<file path="config.mk">
export PLATFORM = sky130hd
export DESIGN_NAME = nonce_tx_queue
export DESIGN_NICKNAME = d
export VERILOG_FILES = /design/src/rtl/nonce_tx_queue.sv
export SDC_FILE = /design/constraint.sdc
export NUM_CORES = 1
export LEC_CHECK = 0
export BUFFER_PORTS_ARGS = -buffer_cell sky130_fd_sc_hd__buf_4
export CAP_MARGIN = 5
export CORE_UTILIZATION = 33
export DETAILED_ROUTE_END_ITERATION = 7
export SYNTH_ARGS = -nofsm -noshare
export SYNTH_HDL_FRONTEND = slang
export SYNTH_SLANG_ARGS = --single-unit
</file>
<file path="constraint.sdc">
create_clock -name clk -period 4.7 [get_ports clk]
set_clock_uncertainty 0.2 [all_clocks]
set_input_delay 0.47 -clock clk [delete_from_list [all_inputs] [get_ports clk]]
set_output_delay 0.47 -clock clk [all_outputs]
set_load 0.005 [all_outputs]
</file>
<file path="src/rtl/nonce_tx_queue.sv">
// nonce_tx_queue: FIFO of golden nonces feeding a serial word transmitter with a send/busy handshake.
// Optional NONCE_DEDUP_EN drops a nonce equal to the last one accepted.
module nonce_tx_queue #(
    parameter int DEPTH_LOG2 = 3
) (
    input  logic                  clk,
    input  logic                  rst_n,
    input  logic                  nonce_valid,
    input  logic [31:0]           nonce,
    input  logic                  busy,
    output logic                  send,
    output logic [31:0]           word,
    output logic [DEPTH_LOG2:0]   count,
    output logic                  overflow
);
    localparam int DEPTH = 1 << DEPTH_LOG2;
    localparam logic [DEPTH_LOG2-1:0] ptr_one = 1;
    localparam logic [DEPTH_LOG2:0] cnt_one = 1;
    typedef enum logic [1:0] {IDLE, ARM, DRAIN} state_t;
    state_t state, state_nx;
    logic [31:0] mem [DEPTH];
    logic [DEPTH_LOG2-1:0] wr_ptr, rd_ptr;
    logic pop, push, dup;
`ifdef NONCE_DEDUP_EN
    logic [31:0] last;
    logic last_valid;
    assign dup = last_valid && nonce == last;
    always_ff @(posedge clk or negedge rst_n)
        if (!rst_n) begin
            last       <= '0;
            last_valid <= 1'b0;
        end else if (push) begin
            last       <= nonce;
            last_valid <= 1'b1;
        end
`else
    assign dup = 1'b0;
`endif
    // a full FIFO still accepts when the head leaves on the same edge
    always_comb begin
        pop      = state == IDLE && count != '0 && !busy;
        push     = nonce_valid && !dup && (!count[DEPTH_LOG2] || pop);
        state_nx = (state == IDLE && pop)   ? ARM   :
                   (state == ARM && busy)   ? DRAIN :
                   (state == DRAIN && !busy) ? IDLE : state;
    end
    always_ff @(posedge clk)
        if (push) mem[wr_ptr] <= nonce;
    always_ff @(posedge clk or negedge rst_n)
        if (!rst_n) begin
            state    <= IDLE;
            send     <= 1'b0;
            word     <= '0;
            count    <= '0;
            wr_ptr   <= '0;
            rd_ptr   <= '0;
            overflow <= 1'b0;
        end else begin
            state    <= state_nx;
            send     <= pop;
            word     <= pop ? mem[rd_ptr] : word;
            wr_ptr   <= push ? wr_ptr + ptr_one : wr_ptr;
            rd_ptr   <= pop ? rd_ptr + ptr_one : rd_ptr;
            count    <= (push && !pop) ? count + cnt_one :
                        (pop && !push) ? count - cnt_one : count;
            overflow <= overflow | (nonce_valid && !dup && !push);
        end
endmodule
</file>
Word level (Yosys, flattened, before mapping)
Memories as Yosys holds them, arrays and structs flattened. A register that Yosys moved wholly into a read port is not among the register bits.
Cells that the tools add are included.
- logic and storage cells: 40
- memories: 1
- input bits: 36
- register bits after elaboration: 14
- output and inout port bits: 38
- bits in writable memories: 256
- add/sub/neg operators: 4
- reduce and logical (&&, ||, !) cells: 19
- muxes and demuxes: 7
- equality and inequality tests: 2
- bitwise operators: 1
- memory list (memory ; words ; width ; read ports ; clocked after Yosys merged registers in ; wr ports ; RTL line ; RTL):
    mem ; 8 ; 32 ; 1 ; 1 ; 1 ; 21 ; logic [31:0] mem [DEPTH];
- operators by type and width (operator ; count):
    1-bit logical AND ; 9
    4-bit 2-to-1 mux ; 2
    3-bit by 1-bit adder with 3-bit output, second input constant ; 2
    2-bit 2-to-1 mux ; 3
    1-bit logical NOT ; 5
    4-bit by 1-bit adder with 4-bit output, second input constant ; 1
    4-bit nonzero test ; 1
    4-bit by 1-bit subtractor with 4-bit output, second input constant ; 1
    3-bit nonzero test ; 1
    2-bit by 1-bit == test with 1-bit output, second input constant ; 1
    2-bit == test, second input constant ; 1
    2-bit logical NOT ; 1
    1-bit 2-to-1 mux ; 2
    2-bit nonzero test ; 1
    1-bit logical OR ; 1
    1-bit OR ; 1

Longest topological paths before layout
- depth in word-level cells: 9
- gate-level depth with buffers: 10
- gate-level depth less buffers: 10

Least setup slack after synthesis
Ideal clock, no wire load.
- kind: flip-flop to flip-flop
- from: reg state[1]
- to: mem mem[0][0] (enable)
- clock period less this slack: 4.872 ns
- arrival: 4.158 ns
- cell stages (with the launch flop): 3
- path buffers: 0
- library setup time: 0.513 ns
- data required time: 3.987 ns
- setup slack: -0.172 ns
- path through: dfrtp_1 > o31ai_4 > nor4b_1
- word-level cells in the longest chain between the ends: 7
- ends and longest elaborated chain (what ; RTL line ; RTL):
    start, declared ; 20 ; state_t state, state_nx;
    start signal, assigned ; 59 ; state <= state_nx;
    2-bit logical NOT ; 41 ; pop = state == IDLE && count != '0 && !busy;
    1-bit logical AND (2 in series) ; 41 ;
    1-bit logical OR ; 42 ; push = nonce_valid && !dup && (!count[DEPTH_LOG2] || pop);
    1-bit logical AND ; 42 ;
    1-bit 2-to-1 mux ; 48 ; if (push) mem[wr_ptr] <= nonce;
    1-bit 2-to-1 mux (implied by the code) ; 48 ;
    end, declared ; 21 ;
No other way between the ends.

Worst setup path after layout
- from: in busy
- to: reg count[3]
- word-level cells in the longest chain between the ends: 7
- elaborated cells between the ends (all ways): 10
- those cells by class: 1 x mux; 9 x reduce/logical
- ends and longest elaborated chain (what ; RTL line ; RTL):
    start, declared ; 10 ; input logic busy,
    1-bit logical NOT (*) ; 41 ;
    1-bit logical AND (*) ; 41 ;
    1-bit logical OR (*) ; 42 ;
    1-bit logical AND (*) ; 42 ;
    via push ; 23 ; logic pop, push, dup;
    1-bit logical NOT ; 65 ; (pop && !push) ? count - cnt_one : count;
    1-bit logical AND ; 65 ;
    2-bit nonzero test (no source line) ; -- ;
    end signal, assigned ; 64 ; count <= (push && !pop) ? count + cnt_one :
    end, declared ; 13 ; output logic [DEPTH_LOG2:0] count,
The timed path passes the listed nets; every way through them passes the cells marked *.
A chain may end at the register's enable or synchronous reset.

==> impl_metrics.json <==
{
  "outcome": "finished with violations",
  "violations": "design-rule violations",
  "r2r_start": "state[1]",
  "cp.depth": 11,
  "clk_path_buf_depth": 3,
  "io_pins": 74,
  "intPower_uw": 5880,
  "grt_pass1_vias": 6010,
  "fin_setup_tns_ns": 0,
  "clock_latency_ns": 0.54,
  "hold_class": "in -> reg",
  "start_util_pct": 33.5,
  "final.min_clock_period_ns": 2.99,
  "power_density_mw_per_mm2": 588,
  "peakVddDrop_uv": 265,
  "slowest_stage": "dlygate4sd3_1",
  "cts_resized": 0,
  "rsz0062_at_grt": "no",
  "drv_slew": 0,
  "r2r_end": "count[3]",
  "path_buf_inv": 4,
  "crit_family": "compound AO/OA/AOI/OAI gates",
  "placementRows": 68,
  "syn_to_final_growth_pct": 20.4,
  "setup_ws_ns": 1.71,
  "hold_buffers": 34,
  "cts_htree_levels": 1,
  "synth-edff-count": 256,
  "hold_path_depth": 2,
  "fin_crit_sh_pct": 63.6,
  "hold_end": "overflow",
  "synthCells": 547,
  "met2_usage_pct": 21.6,
  "crit_chain": "dlygate4sd3_1 -> buf_4 -> o31ai_4 -> nand2_1 -> inv_1 -> ha_1 -> inv_1 -> ha_1 -> a21o_1 -> a2111oi_0 -> o31ai_1",
  "layout_commonest_cell": "edfxtp_1",
  "r2r_slack_ns": 1.82,
  "end_kind": "flip-flop",
  "detail-route-antenna-nets": 0,
  "drive_above_1_share_pct": 29.3,
  "yosysUniqueCellTypes": 34,
  "die-area_mm2": 0.0357,
  "switching_share_pct": 28.0,
  "cts_tree": "built",
  "cts-root-buf": "clkbuf_16",
  "seq_power_share_pct": 48.0,
  "worst-slew-pin-transition_ns": 1.17,
  "use_met1_pct": 16.5,
  "grt_max_degree": 66,
  "wl_per_cell_um": 19.2,
  "synthesis.area_mm2": 0.0115,
  "switchingPower_uw": 2280,
  "synth_area_per_cell_um2": 21.1,
  "viasPerCell": 4.67,
  "clk_pin_slew_ns": 0.06,
  "finalSetupViolations": 0,
  "drv_cap": 0,
  "synth-seq-cells": 302,
  "syn_nets": 589,
  "detail_route.iter0.violations": 280,
  "ys_seq_area_share_pct": 76.6,
  "critical_path.max_fanout": 7,
  "grt.busiest_layer": "met2",
  "cpPeakStageDelay_ns": 0.54,
  "core_area_mm2": 0.0345,
  "max_slew_margin_pct": 21.8,
  "place_ws_ns": 1.75,
  "hold_slack_ns": 0.0391,
  "post-cts-setup-buffer-count": 0,
  "dr.pass1.iters": 6,
  "io_buffer_count": 73,
  "reg2reg_depth": 9,
  "cp.required_ns": 4.90,
  "dp_hpwl_mm": 12.5,
  "combinationalPowerShare_pct": 23.3,
  "max_freq_ghz": 0.335,
  "cts_buffers": 29,
  "clock-sinks": 302,
  "die_h_um": 189,
  "synthArstFlopShare_pct": 15.2,
  "crit_arrival_ns": 3.19,
  "start_kind": "input pin",
  "nNetsFinal": 709,
  "synth_ff_type": "edfxtp_1",
  "hold_viol": 0,
  "gp_congestion": 0.656,
  "grt_overflow": 0,
  "vias": 5355,
  "fp.dieW_um": 189,
  "antenna_found_initial": 3,
  "critical_path_class": "in -> reg",
  "cellLeakagePower_uw": 0.00472,
  "pwr-share-clk_pct": 28.8,
  "grt_util_all_layers_pct": 12.6,
  "remaining_drc_errors": 1,
  "grt_use_met3_pct": 2.54,
  "ys.warnings.count": 0,
  "wl_mm": 22.0,
  "min_from": "nonce_valid",
  "most-common-layout-cells": "256 x edfxtp_1, 82 x buf_4, 60 x mux4_2",
  "grt_pass1_wl_mm": 34.6
}
==> kinds of logic after synthesis <==
group	count (synthesis)	share of synthesized area, %
buffers and inverters	31	2.17
multiplexers	100	15.8
AND/OR/NAND/NOR	60	2.21
adder cells (fa/ha/maj)	6	0.716
AO/OA/AOI/OAI	42	2.07
XOR/XNOR	6	0.455
flip-flops	302	76.6
==> per-stage QoR <==
step	util [%]	std cells	instance area, µm²	total power, µW
2_1_floorplan	-	547	11600	5240
3_3_place_gp	36.5	1057	12600	5860
3_5_place_dp	36.5	1057	12600	5920
4_1_cts	40.3	1145	13900	8300
5_1_grt	40.3	1147	13900	8590
6_report	40.3	1147	13900	8160
==> synth_stat cells (2+ instances only) <==
cell type    n  area, µm²
edfxtp_1   256       7690
mux4_2      60       1350
dfrtp_1     46       1150
nor2_1      40        150
a21oi_1     35        175
mux2i_1     33        330
buf_2       12       60.1
buf_6        7       78.8
nand2_1      7       26.3
ha_1         5       62.6
nor3_1       5       25.0
xnor2_1      5       43.8
mux4_1       4        105
buf_8        3       45.0
clkbuf_1     3       11.3
inv_1        3       11.3
buf_12       2       40.0
mux2_1       2       22.5
nand3_1      2       10.0
nor4b_1      2       17.5
o21ai_0      2       10.0
==> sequential cells by signal (all words and copies together) (netlist names) <==
register and flops:
mem 256, word 32, count 4, rd_ptr 3, wr_ptr 3, state 2, overflow 1, send 1
==> layout make-up <==
class / count / area [µm²]
diodes: 2 / 5.00
clock buffers: 36 / 782
clock inverters: 18 / 190
fillers: 3070 / 20600
inverters: 4 / 15.0
multi-input cells: 214 / 2520
flip-flops and latches: 302 / 8850
well taps: 455 / 569
repair buffers: 116 / 956
==> routing by layer <==
layer / share of wire [%] / vias to the layer above
li1: - / 2454
met5: 0.077 / -
met3: 4.8 / 33
met4: 1.4 / 2
met2: 51 / 105
met1: 43 / 2761
==> power groups by stage <==
| stage | Sequential [µW] | Combinational [µW] | Clock [µW] |
|---|---|---|---|
| after floorplan | 3610 | 1630 | 0 |
| after global placement | 3970 | 1890 | 0 |
| after detailed placement | 4000 | 1920 | 0 |
| after CTS | 3950 | 1950 | 2400 |
| after global routing | 4010 | 2090 | 2500 |
| final | 3920 | 1900 | 2350 |
==> worst max path at each step <==
stage | from | to
floorplan | state[1] | mem[6][0]
global placement | busy | count[3]
detailed placement | busy | count[3]
CTS | busy | count[3]
global route | busy | count[3]
finish | busy | count[3]
(Power assumes the default switching activity.)
